<file path="src/rtl/mci_arbiter.sv">
// Two-port arbiter sharing one memory-controller port between icache (port 0) and dcache (port 1).
// Optional MCI_ARB_ROUND_ROBIN_EN selects round-robin on contention; default is fixed port-1 priority.
module mci_arbiter #(
    parameter int ADDR_W = 32,
    parameter int DATA_W = 128
) (
    input  logic              clk,
    input  logic              rst,
    input  logic [ADDR_W-1:0] req0_addr_i,
    input  logic [DATA_W-1:0] req0_data_i,
    input  logic              req0_rw_i,
    input  logic              req0_valid_i,
    output logic [DATA_W-1:0] res0_data_o,
    output logic              res0_ready_o,
    input  logic [ADDR_W-1:0] req1_addr_i,
    input  logic [DATA_W-1:0] req1_data_i,
    input  logic              req1_rw_i,
    input  logic              req1_valid_i,
    output logic [DATA_W-1:0] res1_data_o,
    output logic              res1_ready_o,
    output logic [ADDR_W-1:0] mem_req_addr_o,
    output logic [DATA_W-1:0] mem_req_data_o,
    output logic              mem_req_rw_o,
    output logic              mem_req_valid_o,
    input  logic [DATA_W-1:0] mem_res_data_i,
    input  logic              mem_res_ready_i
);

    typedef enum logic {
        IDLE = 1'b0,
        BUSY = 1'b1
    } state_t;

    state_t            state_q, state_d;
    logic              grant_q, grant_d;
    logic              pend0_q, pend0_d, pend1_q, pend1_d;
    logic [ADDR_W-1:0] addr0_q, addr1_q;
    logic [DATA_W-1:0] data0_q, data1_q;
    logic              rw0_q, rw1_q;
    logic              sel;
    logic              cap0, cap1;

    // grant_q doubles as the last-grant pointer in round-robin mode
    always_comb begin
`ifdef MCI_ARB_ROUND_ROBIN_EN
        if (pend0_q && pend1_q) begin
            sel = ~grant_q;
        end else begin
            sel = pend1_q;
        end
`else
        sel = pend1_q;
`endif
    end

    always_comb begin
        state_d         = state_q;
        grant_d         = grant_q;
        mem_req_valid_o = 1'b0;
        mem_req_addr_o  = '0;
        mem_req_data_o  = '0;
        mem_req_rw_o    = 1'b0;
        res0_ready_o    = 1'b0;
        res0_data_o     = '0;
        res1_ready_o    = 1'b0;
        res1_data_o     = '0;
        case (state_q)
            IDLE: begin
                if (pend0_q || pend1_q) begin
                    mem_req_valid_o = 1'b1;
                    mem_req_addr_o  = sel ? addr1_q : addr0_q;
                    mem_req_data_o  = sel ? data1_q : data0_q;
                    mem_req_rw_o    = sel ? rw1_q : rw0_q;
                    grant_d         = sel;
                    state_d         = BUSY;
                end
            end
            BUSY: begin
                mem_req_addr_o = grant_q ? addr1_q : addr0_q;
                mem_req_data_o = grant_q ? data1_q : data0_q;
                mem_req_rw_o   = grant_q ? rw1_q : rw0_q;
                if (mem_res_ready_i) begin
                    if (grant_q) begin
                        res1_ready_o = 1'b1;
                        res1_data_o  = mem_res_data_i;
                    end else begin
                        res0_ready_o = 1'b1;
                        res0_data_o  = mem_res_data_i;
                    end
                    state_d = IDLE;
                end
            end
            default: state_d = IDLE;
        endcase
    end

    // A request arriving with its own ready is accepted so a follow-on fill is not lost
    assign cap0    = req0_valid_i && (!pend0_q || res0_ready_o);
    assign cap1    = req1_valid_i && (!pend1_q || res1_ready_o);
    assign pend0_d = cap0 || (pend0_q && !res0_ready_o);
    assign pend1_d = cap1 || (pend1_q && !res1_ready_o);

    always_ff @(posedge clk or posedge rst) begin
        if (rst) begin
            state_q <= IDLE;
            grant_q <= 1'b0;
            pend0_q <= 1'b0;
            pend1_q <= 1'b0;
            addr0_q <= '0;
            data0_q <= '0;
            rw0_q   <= 1'b0;
            addr1_q <= '0;
            data1_q <= '0;
            rw1_q   <= 1'b0;
        end else begin
            state_q <= state_d;
            grant_q <= grant_d;
            pend0_q <= pend0_d;
            pend1_q <= pend1_d;
            if (cap0) begin
                addr0_q <= req0_addr_i;
                data0_q <= req0_data_i;
                rw0_q   <= req0_rw_i;
            end
            if (cap1) begin
                addr1_q <= req1_addr_i;
                data1_q <= req1_data_i;
                rw1_q   <= req1_rw_i;
            end
        end
    end

endmodule

</file>
<file path="config.mk">
export PLATFORM = sky130hd
export DESIGN_NAME = mci_arbiter
export DESIGN_NICKNAME = d
export VERILOG_FILES = /design/src/rtl/mci_arbiter.sv
export SDC_FILE = /design/constraint.sdc
export NUM_CORES = 1
export LEC_CHECK = 0
export CAP_MARGIN = 20
export CORE_AREA = 4 4 343 345
export DETAILED_ROUTE_END_ITERATION = 10
export DIE_AREA = 0 0 347 349
export PLACE_DENSITY = 0.34
export SYNTH_ARGS = -nofsm -noshare
export SYNTH_HDL_FRONTEND = slang
export SYNTH_SLANG_ARGS = --single-unit
</file>
<file path="constraint.sdc">
create_clock -name clk -period 15.8 [get_ports clk]
set_clock_uncertainty 0.1 [all_clocks]
set_input_delay 2.37 -clock clk [delete_from_list [all_inputs] [get_ports clk]]
set_output_delay 2.37 -clock clk [all_outputs]
set_load 0.02 [all_outputs]
</file>
# Word-level counts from Yosys, hierarchy flattened
# Index checks and enable logic that the tools add are counted.
# word_totals
regBits	326
input_bits	455
output_inout_bits	420
word_cells	53
# classes
muxes	28
n_bitwise	1
n_reduce_logical	14
# op_table
cell	count
128-bit two-way mux	9
128-bit one-hot mux with 2 select lines	1
32-bit two-way mux	3
32-bit one-hot mux with 2 select lines	1
1-bit two-way mux	12
1-bit logical OR	5
1-bit logical AND	4
1-bit logical NOT	4
1-bit one-hot mux with 2 select lines	2
2-bit AND reduction	1
1-bit inverter	1

# Longest topological paths before layout
# logic_depth
ltp_word	6
depth_mapped	6
mapped_depth_nobuf	3

# Least setup slack after synthesis
# No wires, ideal clock.
# synth_timing
path_kind	input-to-output
from	in mem_res_ready_i
to	out res0_data_o[100]
arrival_ps	3279
required_ps	13330
setup_slack_ps	10051
stages	5
path_buffers	2
cell_sequence	nand3b_1 -> inv_1 -> clkbuf_1 -> clkbuf_1 -> and2_1
# synth_between
elab_chain_cells	2
# synth_rtl
element	line_no	text
from (decl)	26	input logic mem_res_ready_i
128-bit two-way mux	82	if (mem_res_ready_i) begin
128-bit two-way mux	67	case (state_q)
to (decl)	13	output logic [DATA_W-1:0] res0_data_o,
# No other way between the ends.

# Worst setup path after layout
# layout_timing
from	in mem_res_ready_i
to	out res0_data_o[49]
# The elaborated chain is that of the path after synthesis.

==> results.md <==
- Via count: between 10000 and 15000
- Avg WL per Cell: ~25 um
- Netlist cell types: 19
- Clock-pin slew on the worst setup and hold paths: 0.05 ns
- Register area share after synthesis: 52.76%
- Gpl congestion: between 0.8 and 0.9
- CP Launch Point: mem_res_ready_i
- R2r startpoint: grant_q
- Yosys reg bits: between 300 and 400
- Avg Cell Area, Syn: approximately 13 um^2
- Row count: approximately 120
- Status: completed
- Detailed Route Iter0 Violations: between 400 and 500
- Core footprint: between 100000 and 150000 um^2
- Final std cells w/o fill: 3586
- # setup viols final: 0
- DRT Wirelength: 88120 um
- DP Cell Count: 3487
- Yosys warning count: 0
- DIE AREA: 121100 um^2
- Place WS: between 8 and 9 ns
- Cts hold-fix bufs: 0
- Crit end category: output pin
- Maximum clock insertion buffer count: 3
- Critical path peak fanout: between 100 and 150
- Slew HR: a little under a third
- Vias in the first global route: roughly 14000
- R2R Setup Slk: approximately 12 ns
- Hold Fails Final Rpt: 0
- Slew @ Worst Pin: around 1.0 ns
- Via density: 3.712
- Startpoint Class: input pin
- Max cap viols: 0
- Clock latency on the worst-skew pair: between 0.5 and 0.6 ns
- Critical Path RT: about 13 ns
- Fin crit share: around 47%
- Commonest non-fill, non-tap cell in the layout: clkdlybuf4s50_1
- Antenna violations before repair: 30
- Critical Path End: res0_data_o[49]
- Clock root buffer: clkbuf_16
- CTS buffer count: 45
- Worst Min Path Start: data1_q[118]
- First-pass GRT wire length: 119500 um
- Max Fclk: 0.1333 GHz
- Post-DRT Antenna Nets: 0
- Instance area after placement: between 20000 and 30000 um^2
- Crit path DAT: 5.03 ns
- Nets: about 2500
- Post-Syn Nets: between 1500 and 2000
- Hold WC Path Type: flip-flop to flip-flop
- Post-layout min period: between 7 and 8 ns
- FF-to-FF path depth: 5
- Leakage power: approximately 11 nW
- Layout area overhead: 76.59%
- H-tree depth: 2
- Die Ht: ~350 um
- Largest net degree at the start of global routing: between 100 and 150
- I/O Buffers: 874
- Worst VDD drop: about 0.000076 V
- Mapped Cells: around 1200
- Synthesized area: between 15000 and 20000 um^2
- Ratio of cells with drive above 1 in the final layout: 15.93%
- Die Wd: approximately 350 um
- Drt pass-1 iters: 4
- RR Endpoint: data1_q[79]
- Initial Util: between 10% and 20%
- Grt ovf: 0
- Unrepaired setup endpoints after global routing: no
- CTS Sinks: between 300 and 400
- Residual DRC: 0
- Post-CTS setup repair buffer count: 0
- Setup slack after layout: a little over 8 ns
- DP Wirelength: 67880 um
- Tot Pwr: roughly 4 mW
- Most frequent cells in the layout: clkdlybuf4s50_1, dfrtp_1, and2_1, mux2_2, a22o_1
- IO Pins: 875
- Post-route cell area: between 20000 and 30000 um^2
- Critical path class: input pin to output pin
- Post-CTS sizing: 0
- Setup_tns: 0 ns
- CTS tree: built
- PwrDens: about 140 nW/um^2
- Tot GR Track Use: roughly 14%
- Final Max Slew Viols: 0
[registers in the layout, summed over array words and instances (netlist names)]
register and flops:
grant_q 1, pend1_q 1, state_q 1, addr1_q 32
data1_q 128, addr0_q 32, rw1_q 1, rw0_q 1
pend0_q 1, data0_q 128
[kinds of logic (layout without fill, tap and decap cells)]
group / count (synthesis) / in the layout / share of synthesized area (%)
AOI/OAI and AO/OA: 167 / 167 / 9.442
buffers and inverters: 102 / 977 / 3.665
DFF: 326 / 326 / 52.76
muxes: 322 / 322 / 23.45
other: 0 / 15 / 0
and+or+nand+nor: 267 / 267 / 10.69
[power breakdown]
part	internal, mW	leakage (nW)	switching [mW]
logic	0.810	6.11	0.735
clock network	0.624	0.739	0.421
registers	1.15	3.81	0.157
total	2.58	10.7	1.31
[layer usage]
metal,wire length (um),global-route usage (%)
met4,2032,3.702
met2,49030,27.22
met1,29980,13.54
met5,143,0
met3,6925,5.005
[stage by stage]
| stage | hold WS, ns | util, % |
|---|---|---|
| 2_1_floorplan | 0.3585 | - |
| 3_3_place_gp | 0.3674 | 22.53 |
| 3_5_place_dp | 0.3749 | 22.53 |
| 4_1_cts | 0.3877 | 23.86 |
| 5_1_grt | 0.3953 | 23.89 |
| 6_report | 0.3821 | 23.91 |
[cell usage after synthesis]
cell	n	area share (%)
clkbuf_1	47	1.1
a21boi_0	1	0.049
o22ai_2	1	0.081
dfrtp_1	326	53
a21o_1	2	0.097
a22o_1	161	9.1
mux2_2	236	17
nand3b_1	1	0.049
inv_1	4	0.097
buf_1	4	0.097
nand3_1	1	0.032
mux2_1	86	6.3
nand2_1	5	0.12
a21boi_1	2	0.097
and2_1	256	10
buf_6	20	1.5
nor2_1	2	0.049
nand2b_1	2	0.081
buf_2	27	0.87
[critical path: stages]
cell	delay (ns)
clkdlybuf4s50_1	0.51
nand3b_1	0.19
clkinv_2	0.27
buf_4	0.62
and2_1	0.26
clkdlybuf4s50_1	0.63
[worst min-delay path by stage]
stage | cells after the start | end
2_1_floorplan | 1 | data0_q[0]
3_3_place_gp | 1 | data0_q[78]
3_5_place_dp | 1 | data0_q[87]
4_1_cts | 1 | data1_q[35]
5_1_grt | 1 | data0_q[47]
6_report | 1 | data1_q[118]
[cell type report]
cell class,instances,area [um^2]
clock buffer,68,1303
sequential,326,8158
multi-input combinational,756,6777
timing repair buffer,890,8901
fill,12149,86880
inverter,4,25.02
antenna,15,37.54
clock inverter,15,215.2
tap,1512,1892
Note: power is estimated with default switching activity, not from simulation.
